### src/rtl/pipe_stage_reg.sv
// Purpose: one generic pipeline segment register with a valid/ready handshake, flush, bubble gating and a stall counter.
// Latency: 1 cycle from input transfer to out_*. Optional 2-entry skid buffer under `PIPE_SKID_EN`.
// Backpressure: without skid, in_ready = !main_valid || out_ready (combinational); with skid, in_ready comes straight from a flop.
module pipe_stage_reg #(
  parameter int DATA_W   = 128,
  parameter int CTRL_W   = 16,
  parameter bit CLR_DATA = 1'b1
) (
  input  logic              clk,
  input  logic              resetn,
  input  logic              in_valid,
  output logic              in_ready,
  input  logic [DATA_W-1:0] in_data,
  input  logic [CTRL_W-1:0] in_ctrl,
  input  logic              flush,
  output logic              out_valid,
  input  logic              out_ready,
  output logic [DATA_W-1:0] out_data,
  output logic [CTRL_W-1:0] out_ctrl,
  output logic [15:0]       stall_cnt
);

  logic              main_valid;
  logic [DATA_W-1:0] main_data;
  logic [CTRL_W-1:0] main_ctrl;
  logic              in_xfer;
  logic              out_xfer;

  // A flushed cycle never accepts the offered entry, whatever in_ready says.
  assign in_xfer  = in_valid && in_ready && !flush;
  assign out_xfer = main_valid && out_ready;

  assign out_valid = main_valid;
  assign out_data  = main_data;
  // Side-effect controls must never leak out of a bubble, even if the register is stale.
  assign out_ctrl  = main_valid ? main_ctrl : '0;

`ifdef PIPE_SKID_EN
  logic              skid_valid;
  logic [DATA_W-1:0] skid_data;
  logic [CTRL_W-1:0] skid_ctrl;

  // Ready depends only on skid occupancy, so out_ready has no combinational path upstream.
  assign in_ready = !skid_valid;

  // Main/skid register update: flush first, then drain skid into main, then normal load/unload.
  always_ff @(posedge clk or negedge resetn) begin
    if (!resetn) begin
      main_valid <= 1'b0;
      main_data  <= '0;
      main_ctrl  <= '0;
      skid_valid <= 1'b0;
      skid_data  <= '0;
      skid_ctrl  <= '0;
    end else if (flush) begin
      main_valid <= 1'b0;
      main_ctrl  <= '0;
      if (CLR_DATA) main_data <= '0;
      skid_valid <= 1'b0;
      skid_ctrl  <= '0;
    end else if (out_xfer && skid_valid) begin
      // in_ready is low while skid is full, so no new entry can arrive this cycle.
      main_data  <= skid_data;
      main_ctrl  <= skid_ctrl;
      skid_valid <= 1'b0;
      skid_ctrl  <= '0;
    end else if (out_xfer) begin
      if (in_xfer) begin
        main_data <= in_data;
        main_ctrl <= in_ctrl;
      end else begin
        main_valid <= 1'b0;
        main_ctrl  <= '0;
        if (CLR_DATA) main_data <= '0;
      end
    end else if (in_xfer) begin
      if (main_valid) begin
        // Main is stalled: park the new entry behind it to keep FIFO order.
        skid_valid <= 1'b1;
        skid_data  <= in_data;
        skid_ctrl  <= in_ctrl;
      end else begin
        main_valid <= 1'b1;
        main_data  <= in_data;
        main_ctrl  <= in_ctrl;
      end
    end
  end
`else
  // A full, stalled stage pushes back upstream in the same cycle.
  assign in_ready = !main_valid || out_ready;

  // Main register update: flush wins, then load, then unload to a bubble.
  always_ff @(posedge clk or negedge resetn) begin
    if (!resetn) begin
      main_valid <= 1'b0;
      main_data  <= '0;
      main_ctrl  <= '0;
    end else if (flush) begin
      main_valid <= 1'b0;
      main_ctrl  <= '0;
      if (CLR_DATA) main_data <= '0;
    end else if (in_xfer) begin
      main_valid <= 1'b1;
      main_data  <= in_data;
      main_ctrl  <= in_ctrl;
    end else if (out_xfer) begin
      main_valid <= 1'b0;
      main_ctrl  <= '0;
      if (CLR_DATA) main_data <= '0;
    end
  end
`endif

  // Saturating count of cycles where downstream refused a valid entry; flush leaves it alone.
  always_ff @(posedge clk or negedge resetn) begin
    if (!resetn) begin
      stall_cnt <= '0;
    end else if (main_valid && !out_ready && (stall_cnt != 16'hFFFF)) begin
      stall_cnt <= stall_cnt + 16'd1;
    end
  end

endmodule

### config.mk
export PLATFORM = sky130hd
export DESIGN_NAME = pipe_stage_reg
export DESIGN_NICKNAME = d
export VERILOG_FILES = /design/src/rtl/pipe_stage_reg.sv
export SDC_FILE = /design/constraint.sdc
export NUM_CORES = 1
export LEC_CHECK = 0
export CAP_MARGIN = 20
export CORE_MARGIN = 10
export CORE_UTILIZATION = 30
export CTS_CLUSTER_SIZE = 30
export DETAILED_ROUTE_END_ITERATION = 8
export GPL_ROUTABILITY_DRIVEN = 1
export MAX_ROUTING_LAYER = met4
export PLACE_DENSITY_LB_ADDON = 0.08
export SLEW_MARGIN = 20
export SYNTH_ARGS = -nofsm -noshare
export SYNTH_HDL_FRONTEND = slang
export SYNTH_SLANG_ARGS = --single-unit
### constraint.sdc
create_clock -name clk -period 1.6 [get_ports clk]
set_input_delay 0.24 -clock clk [delete_from_list [all_inputs] [get_ports clk]]
set_output_delay 0.24 -clock clk [all_outputs]
set_load 0.05 [all_outputs]
==> results of run 1 <==
[what timing repair did]
| action | CTS | global route |
|---|---|---|
| gates cloned | 0 | 17 |
| pin swaps | 3 | 9 |
| buffers inserted | 3 | 15 |
| endpoints found under the hold margin | 27 | 0 |
| endpoints found under the setup margin | 143 | 173 |
| resized for setup | 25 | 24 |
| hold buffers | 1 | 0 |
[layer usage]
| layer | GRT usage, % | wire length, µm | up-vias | share of wire [%] |
|---|---|---|---|---|
| met2 | 26.6 | 11900 | 193 | 50 |
| met3 | 6.85 | 1780 | 20 | 7.5 |
| met1 | 19.0 | 9640 | 2581 | 41 |
| met5 | - | 0 | - | 0 |
| met4 | 4.84 | 326 | 0 | 1.4 |
| li1 | - | - | 2313 | - |
[flip-flops by register name, indices dropped and copies added (netlist names)]
| name | count |
|---|---|
| stall_cnt | 16 |
| out_valid | 1 |
| out_data | 128 |
| main_ctrl | 16 |
[cell families (layout without fill, tap and decap cells)]
kind of cell	Yosys count	after routing	synth area share, %
DFF	161	161	67.6
AOI/OAI and AO/OA	145	145	21.2
and+or+nand+nor	58	58	5.94
buffers and inverters	34	415	2.58
xor gates and xnor gates	14	14	2.06
muxes	2	2	0.357
adders and majority gates	1	1	0.210
other	0	2	0
[layout make-up]
| cell class | count | area share, % |
|---|---|---|
| diodes | 2 | 0.0463 |
| clock buffers | 19 | 4.00 |
| clock inverters | 13 | 1.17 |
| inverters | 1 | 0.104 |
| multi-input cells | 220 | 17.7 |
| flip-flops and latches | 161 | 37.5 |
| well taps | 265 | 3.07 |
| repair buffers | 382 | 36.5 |
[synth_stat cells]
cell type,n,area share [%]
mux2_2,1,0.19
mux2i_1,1,0.17
nor3_1,7,0.59
and3_1,1,0.11
dfrtp_1,161,68
nor2_2,1,0.11
nor4_4,1,0.36
and2_1,16,1.7
clkbuf_1,17,1.1
a21oi_1,1,0.084
nor2_1,8,0.50
nand4_1,7,0.73
nand2_1,6,0.38
or2_2,1,0.11
nor4_2,1,0.21
and2b_4,1,0.17
nand3_1,1,0.084
nor4_1,2,0.21
inv_2,1,0.063
or2_1,1,0.11
a22o_1,144,21
buf_2,15,1.3
or3_1,1,0.11
nor4b_2,1,0.25
ha_1,1,0.21
buf_6,1,0.19
nor3b_1,2,0.25
xor2_1,14,2.1
[where the power goes]
group / switching (mW) / total [mW] / internal (mW)
Clock: 1.77 / 3.94 / 2.17
Combinational: 1.63 / 2.87 / 1.24
Sequential: 0.206 / 4.56 / 4.35
[how the worst min path moves through the flow]
stage / from / to / slack [ns] / cells past startpoint
floorplan: resetn / main_ctrl[0]$_DFFE_PN0P_ / -0.06 / 0
global placement: resetn / out_data[42]$_DFFE_PN0P_ / 0.15 / 1
detailed placement: resetn / out_data[54]$_DFFE_PN0P_ / 0.16 / 1
CTS: resetn / out_data[54]$_DFFE_PN0P_ / 0.28 / 2
global route: resetn / out_data[44]$_DFFE_PN0P_ / 0.30 / 2
finish: resetn / out_data[44]$_DFFE_PN0P_ / 0.29 / 2
[through the flow]
stage	power, mW	utilization [%]	hold WS [ns]	setup TNS [ns]	cells
floorplan	5.96	-	-0.0556	-2.35	415
global placement	7.19	49.0	0.149	-42.90	994
detailed placement	7.22	49.0	0.158	-53.72	994
CTS	11.2	52.4	0.279	-1.28	1029
global route	11.8	55.4	0.296	-10.70	1063
finish	11.4	55.4	0.286	-2.30	1063
[critical path: cells and delay by family (launching register included)]
family	cells	cell delay (ns)
buffers and inverters	3	0.43
DFF	1	0.42
and+or+nand+nor	1	0.14
==> results_dict.tcl, run 1 <==
set metrics [dict create \
    run_status "finished with violations" \
    failed_checks "negative setup slack" \
    startpoint_type_of_the_worst_setup_path "flop" \
    cp_max_fo 8 \
    finalHoldViolCount 0 \
    floorplan.core_area_mm2 0.0195 \
    timing_worst_setup_path_type "flop to output pin" \
    post_synth_inst_count 415 \
    final_cell_area_mm2 0.0108 \
    first_pass_iters 4 \
    antenna_left 0 \
    count_of_synthesis_stage_warnings_from_yosys 0 \
    worst_slew_pin_slew_ns 0.344 \
    cap_viol_max_count 0 \
    finish.net_count 933 \
    final_critical_path_setup_slack_ns -0.0467 \
    placement_rows 51 \
    seqCellArea_mm2 0.00405 \
    synth_sequential_area_ratio_pct 67.6 \
    share_of_cells_above_drive_strength_1_pct 39.8 \
    die_width_um 161 \
    vdd.ir_drop.worst_mv 0.923 \
    multiInputGateArea_mm2 0.00191 \
    grt_start_max_net_pins 74 \
    final_max_slew_viol_count 0 \
    htree_num_levels 4 \
    fillCellCount 1688 \
    cts.root.buffer_cell "clkbuf_16" \
    yosysUniqueCellTypes 28 \
    finClkSkew_ns 0.0125 \
    static-leakage-power_nw 5.22 \
    place_hpwl_um 16100 \
    finalWorstPathRequiredPeriod_ns 1.65 \
    worstReg2RegStart "out_valid$_DFFE_PN0P_" \
    critPathArrivalTime_ns 1.41 \
    initial_utilization_pct 30.5 \
    insertion_delay_ns 0.42 \
    mean_area_per_synthesized_cell_um2 14.4 \
    power_density_mw_per_mm2 1050 \
    synth.net_count 565 \
    first_global_vias 5464 \
    worstPathRequired_ns 1.36 \
    cts_tree "yes" \
    min-delay-path-class "input port to asynchronous set/reset pin" \
    timing.final.setup_violations 112 \
    r2r_slack_ns -0.04 \
    most_common_library_cell_in_the_layout_ignoring_fill_and_taps "buf_4" \
    design.die.area_mm2 0.0259 \
    grt_first_pass_wirelength_um 32900 \
    worst_setup_path_endpoint "out_ctrl[12]" \
    cp_cell_sequence "buf_6 -> clkbuf_16 -> and2_4 -> buf_12" \
    post_dp_cell_area_mm2 0.00956 \
    routedWlPerCell_um 22.2 \
    ys_ff_latch 161 \
    route.detailed.drc 0 \
    cts_buffer_depth 2 \
    top_level_ports 311 \
    max_freq_ghz 0.607 \
    worst_setup_path_end_kind "output pin" \
    timing.rr.end "out_data[61]$_DFFE_PN0P_" \
    gr-usage-all-layers_pct 16.7 \
    die_height_um 161 \
    maxSlewHeadroom_pct 76.9 \
    gp_congestion 0.762 \
    detailedRoute.firstIterationViolations 226 \
    place_worst_setup_slack_ns -0.397 \
    worstRegToRegCells 7 \
    period_share_pct 103 \
    routed_via_density 4.80 \
    quantity_of_i_o_buffers_inserted_on_ports 310 \
    unrepaired_setup_endpoints_after_global_routing "true" \
    clkTransAtPathRegs_ns 0.07 \
    timing.critical_path.from "out_valid$_DFFE_PN0P_" \
    most_used_cells_in_the_layout_excluding_fill_and_tap_cells "175 x buf_4, 147 x clkdlybuf4s50_1, 144 x a22o_1, 144 x dfrtp_1, 36 x buf_12" \
    cts_num_sinks 161 \
    antenna_found_initial 2 \
    largest_stage_delay_on_the_critical_path_ns 0.42 \
    area_delta_synth_final_pct 81.5 \
    route.vias.total 5107 \
    postRouteWirelength_um 23600 \
    cts_inserted_buffers 17 \
    synthesis.area_mm2 0.00596 \
    crit_slowest_cell "dfrtp_2" \
    grt_remaining_overflow 0 \
]
Power figures use the tool's default switching activity.
==> run 2, diff against run 1 <==
--- a/config.mk
+++ b/config.mk
@@ -5,6 +5,7 @@
 export SDC_FILE = /design/constraint.sdc
 export NUM_CORES = 1
 export LEC_CHECK = 0
+export ABC_CLOCK_PERIOD_IN_PS = 1600
 export CAP_MARGIN = 20
 export CORE_MARGIN = 10
 export CORE_UTILIZATION = 30
==> results of run 2 <==
Final layout, timing and power as in run 1 (identical DEF).
==> patch 1, RTL diff (flow settings as in run 1) <==
The parameter `CTRL_W` goes from 16 to 14.
--- a/src/rtl/pipe_stage_reg.sv
+++ b/src/rtl/pipe_stage_reg.sv
@@ -3,7 +3,7 @@
 // Backpressure: without skid, in_ready = !main_valid || out_ready (combinational); with skid, in_ready comes straight from a flop.
 module pipe_stage_reg #(
   parameter int DATA_W   = 128,
-  parameter int CTRL_W   = 16,
+  parameter int CTRL_W   = 14,
   parameter bit CLR_DATA = 1'b1
 ) (
   input  logic              clk,
Interface: changed (resized in_ctrl and out_ctrl); port bits go from 311 to 307. No check against the original RTL was run, so the function may have changed too.
==> patch 1 against run 1 <==
  * Area after synthesis decreased by 1.2%
  * Die area decreased by 1.1%
  * Routed wire length increased by 4.4%
  * The run still ends with negative setup slack left
  * Worst setup slack improved by 6.5 ps
  * Global-route usage about the same
  * Sequential cell count decreased by 2
  * Highest routed layer unchanged
  * Utilization increased by 1.5 points
  * Total power increased by 2.5%
  * Cell area increased by 2.0%
==> patch 1: results (changes against run 1) <==
- Post-synth top cells: dfrtp_1, a22o_1, buf_2
- GPL Wtd Cong: 0.7592 (-0.37%)
- Pre-antenna DRT Iters: 6 (+2)
- Reg2reg start: stall_cnt[1]
- Ant. Diodes: 0 (-2)
- VDD IR max: 0.6338 mV (-31%)
- Nets: 941 (+0.86%)
- Initial antenna violation count: 0 (-2)
- Rel. slew slack: 73.12% (-3.7 points)
- DR iter-0 viols: 205 (-9.3%)
- Arrival time worst endpoint: 1980 ps (+570 ps)
- Mux cell area share after synthesis: 0.1913% (-0.17 points)
- Crit Path Category: register to register
- Pint: 0.007943 W (+2.3%)
- Largest net degree at the start of global routing: 50 (-32%)
- Synth area leaders: dfrtp_1, a22o_1, and2_1
- Slowest CP cell: or4b_4
- Fraction of layout instances using a drive strength above 1: 39.08% (-0.74 points)
- Final setup vio count: 59 (-47%)
- Vias post-DR: 5,215 (+2.1%)
- Layout Skew: 15.09 ps (+2.628 ps)
- Place WS: -415.1 ps (-18.02 ps)
- DP Cell Count: 1,000 (+0.60%)
- Combinational power: 0.00310 W (+8.0%)
- Library cells used by synthesis: 29 (+3.6%)
- Wire length per cell: 23.02 µm (+3.6%)
- Worst path top cell family by delay: simple AND/OR/NAND/NOR gates
- Post-synth net total: 560 (-0.88%)
- Reg2Reg Capture Point: stall_cnt[15]
- Total power: 0.01166 W (+2.5%)
- Failing checks: negative setup slack
- Post-Synth Adder-Cell Area: 0.2126% (+0.0026 points)
- Synth Area in Compound Gates: 21.81% (+0.56 points)
- Part of the power in registers: 38.7% (-1.4 points)
- I/O Buffers: 306 (-1.3%)
- Seq/Total Area, Yosys: 67.60% (about the same)
- Post-Route WL: 24.65 mm (+4.4%)
- Setup_tns: -627.7 ps (+1667 ps)
- Vias in the first global route: 5,570 (+1.9%)
- Status: finished, violations left
- Fill cells: 1,641 (-2.8%)
- Largest fanout on the critical path: 4 (-4)
- Setup WS post-layout: -40.19 ps (+6.462 ps)
- Xor/xnor share of the synthesized area: 1.786% (-0.27 points)
- Worst reg2reg path depth: 4 (-3)
- Synthesized area per cell: 14.29 µm² (-0.52%)
- Post-DP Area: 9590 µm² (+0.30%)
[patch 1: cell types whose count changed in the layout (fill, tap and decap cells not counted), sizes merged, moves of 3 or more]
cell	run 1	this run
clkbuf	30	39
nand3	1	6
nor2	9	14
nand4	7	3
xor2	14	10
buf	223	226
nor3	7	4
[patch 1: metal layers]
layer	GRT usage, %	share of wire [%]
met5	-	0
met2	27.14	51
met4	6.678	2.6
met3	7.738	8.3
met1	17.30	38
[patch 1: through the flow]
step | util (%) | hold slack (ps)
final | 56.85 | 297.7
after global routing | 56.85 | 325.8
after CTS | 52.79 | 287.6
after detailed placement | 49.44 | 183.9
after global placement | 49.44 | 174.5
after floorplan | - | -55.59
[patch 1: area by class of cell]
class | instances | area (µm²) | share of cell area [%]
Tap cell | 265 | 331.6 | 3.007
Sequential cell | 159 | 4000 | 36.27
Multi-Input combinational cell | 221 | 1877 | 17.02
Clock buffer | 18 | 439.2 | 3.982
Timing Repair Buffer | 393 | 4225 | 38.31
Inverter | 1 | 7.507 | 0.06807
Clock inverter | 14 | 147.6 | 1.339
[patch 1: cell families (layout without fill, tap and decap cells)]
kind of cell	after synthesis	count (layout)
compound gates	149	149
xor+xnor	12	12
fa+ha+maj	1	1
mux	1	1
buf+inv	32	426
flops	159	159
simple gates	58	58
[patch 1: how the worst max path moves through the flow]
stage	cells past startpoint	endpoint
2_1_floorplan	5	stall_cnt[14]
3_3_place_gp	5	stall_cnt[15]
3_5_place_dp	5	stall_cnt[15]
4_1_cts	4	stall_cnt[15]
5_1_grt	4	stall_cnt[15]
6_report	4	stall_cnt[15]
[patch 1: timing repair]
item	in CTS	in global routing
endpoints found under the setup margin	85	162
gates resized for setup	6	29
buffers inserted	5	3
gates cloned	0	31
hold endpoints to repair	31	0
pin swaps	3	28
hold buffers	1	0
==> patch 2, RTL diff (settings of run 1) <==
Made on the original files. Put one more register stage on the output `stall_cnt`, with the module's reset. The value now appears one clock later. The other outputs are not delayed to match.
--- a/src/rtl/pipe_stage_reg.sv
+++ b/src/rtl/pipe_stage_reg.sv
@@ -19,6 +19,8 @@
   output logic [CTRL_W-1:0] out_ctrl,
   output logic [15:0]       stall_cnt
 );
+
+  logic [15:0] stall_cnt_s0;
 
   logic              main_valid;
   logic [DATA_W-1:0] main_data;
@@ -115,9 +117,17 @@
   // Saturating count of cycles where downstream refused a valid entry; flush leaves it alone.
   always_ff @(posedge clk or negedge resetn) begin
     if (!resetn) begin
+      stall_cnt_s0 <= '0;
+    end else if (main_valid && !out_ready && (stall_cnt_s0 != 16'hFFFF)) begin
+      stall_cnt_s0 <= stall_cnt_s0 + 16'd1;
+    end
+  end
+
+  always_ff @(posedge clk or negedge resetn) begin
+    if (!resetn) begin
       stall_cnt <= '0;
-    end else if (main_valid && !out_ready && (stall_cnt != 16'hFFFF)) begin
-      stall_cnt <= stall_cnt + 16'd1;
+    end else begin
+      stall_cnt <= stall_cnt_s0;
     end
   end
 
Function: changed (Yosys sat finds a counterexample within 4 cycles, from zero or initial values and one cycle with resetn low).
==> patch 2 against run 1 <==
  * The run still ends with negative setup slack left
  * Synthesized cell count is 3.1% higher
  * First-iteration DRC count up 56%
  * Final cell count fell by 0.19%
  * Routed wire length decreased by 3.5%
  * Total power grew 6.2%
  * Area after synthesis grew 7.4%
  * Cell area down 0.29%
  * Non-clock buffer count shrank 22
  * Via count is 0.63% lower
  * Sequential cell count is 16 higher
  * Worst setup slack better by 7.1 ps
  * Largest power group unchanged
  * Critical path type is now register to register
==> patch 2: results (changes against run 1) <==
- Status: finished, violations left
- Failing checks: negative setup slack
- HPWL after DPL: 17.07 mm (+6.1%)
- Post-synth net total: 578 (+2.3%)
- H-tree levels: 4 (unchanged)
- Seq area share: 41.09% (+3.6 points)
- Fraction of layout instances using a drive strength above 1: 32.57% (-7.3 points)
- Wire length per cell: 21.48 µm (-3.3%)
- DP Cell Count: 1,021 (+2.7%)
- Vias in the first global route: 5,406 (-1.1%)
- Multi-input combinational area share: 16.71% (-0.97 points)
- Hold WS: 303.7 ps (+17.69 ps)
- Initial antenna violation count: 0 (-2)
- P_leak: 5.259 nW (+0.70%)
- First-pass GRT wire length: 34.36 mm (+4.3%)
- Multi-input gates: 216 (-1.8%)
- Mux cell area share after synthesis: 0.4104% (+0.053 points)
- Met1 GRT Util: 18.99% (about the same)
- DR iter-0 viols: 352 (+56%)
- Nets: 923 (-1.1%)
- FP Rows: 53 (+3.9%)
- Combinational Power Share: 22.5% (-2.8 points)
- # clk buffers: 20 (+1)
- Seq/Total Area, Yosys: 69.18% (+1.6 points)
- Flops & latches, synth: 177 (+9.9%)
- Final setup vio count: 23 (-79%)
- Rel. slew slack: 72.94% (-3.9 points)
- Met2 GRT Util: 26.92% (+0.35 points)
- Setup_tns: -220.3 ps (+2075 ps)
- Setup WS post-layout: -39.55 ps (+7.105 ps)
- VDD IR max: 0.6605 mV (-28%)
- Arrival time worst endpoint: 1940 ps (+530 ps)
- Post-synth top cells: dfrtp_1, a22o_1, buf_2
- Largest net degree at the start of global routing: 64 (-14%)
- Layout Skew: 10.41 ps (-2.045 ps)
- Library cells used by synthesis: 27 (-3.6%)
- Vias/cell: 4.783 (-0.44%)
- Met3 GRT Util: 4.709% (-2.1 points)
- Synth Area in Compound Gates: 20.36% (-0.88 points)
- Global-route usage over all layers: 16.26% (-0.43 points)
- Synth area leaders: dfrtp_1, a22o_1, buf_2
- Clock network area share: 5.721% (+0.55 points)
- Place WS: -372.0 ps (+25.13 ps)
- Crit path capture: out_data[78]
- Signal buffers: 360 (-5.8%)
- Post-Synth Adder-Cell Area: 0.1954% (-0.015 points)
- Synthesized area per cell: 14.96 µm² (+4.2%)
- GPL Wtd Cong: 0.8040 (+5.5%)
- Xor/xnor share of the synthesized area: 1.368% (-0.69 points)
- Buffering overhead: 33.23% (-3.2 points)
- Fill cells: 1,825 (+8.1%)
- Area of the multi-input gates: 1802 µm² (-5.8%)
[patch 2: changes by cell type in the layout (fill, tap and decap cells not counted), moves of 4 or more]
cell,delta
dfrtp_1,+32
clkbuf_16,-8
nor3_1,-4
and2_1,+15
buf_12,-5
xor2_1,-14
and3_1,+4
nand3_1,+7
xnor2_1,+10
dfrtp_2,-16
and2_4,-13
buf_4,-8
[patch 2: layer usage]
| layer | vias up | share of wire, % |
|---|---|---|
| li1 | 2302 | - |
| met1 | 2566 | 41 |
| met2 | 189 | 52 |
| met5 | - | 0 |
| met3 | 18 | 6.4 |
| met4 | 0 | 1.4 |
[patch 2: critical path: cells and delay by family (launching register included)]
kind | cells | cell delay (ps)
compound gates | 1 | 230
buf+inv | 3 | 440
flops | 1 | 430
simple gates | 3 | 410
[patch 2: repair_timing]
action | in CTS | in global routing
buffers inserted | 1 | 1
hold endpoints to repair | 31 | 0
cloned | 1 | 4
endpoints found under the setup margin | 8 | 163
gates resized for setup | 11 | 8
hold buffers | 1 | 0
pin swaps | 35 | 4
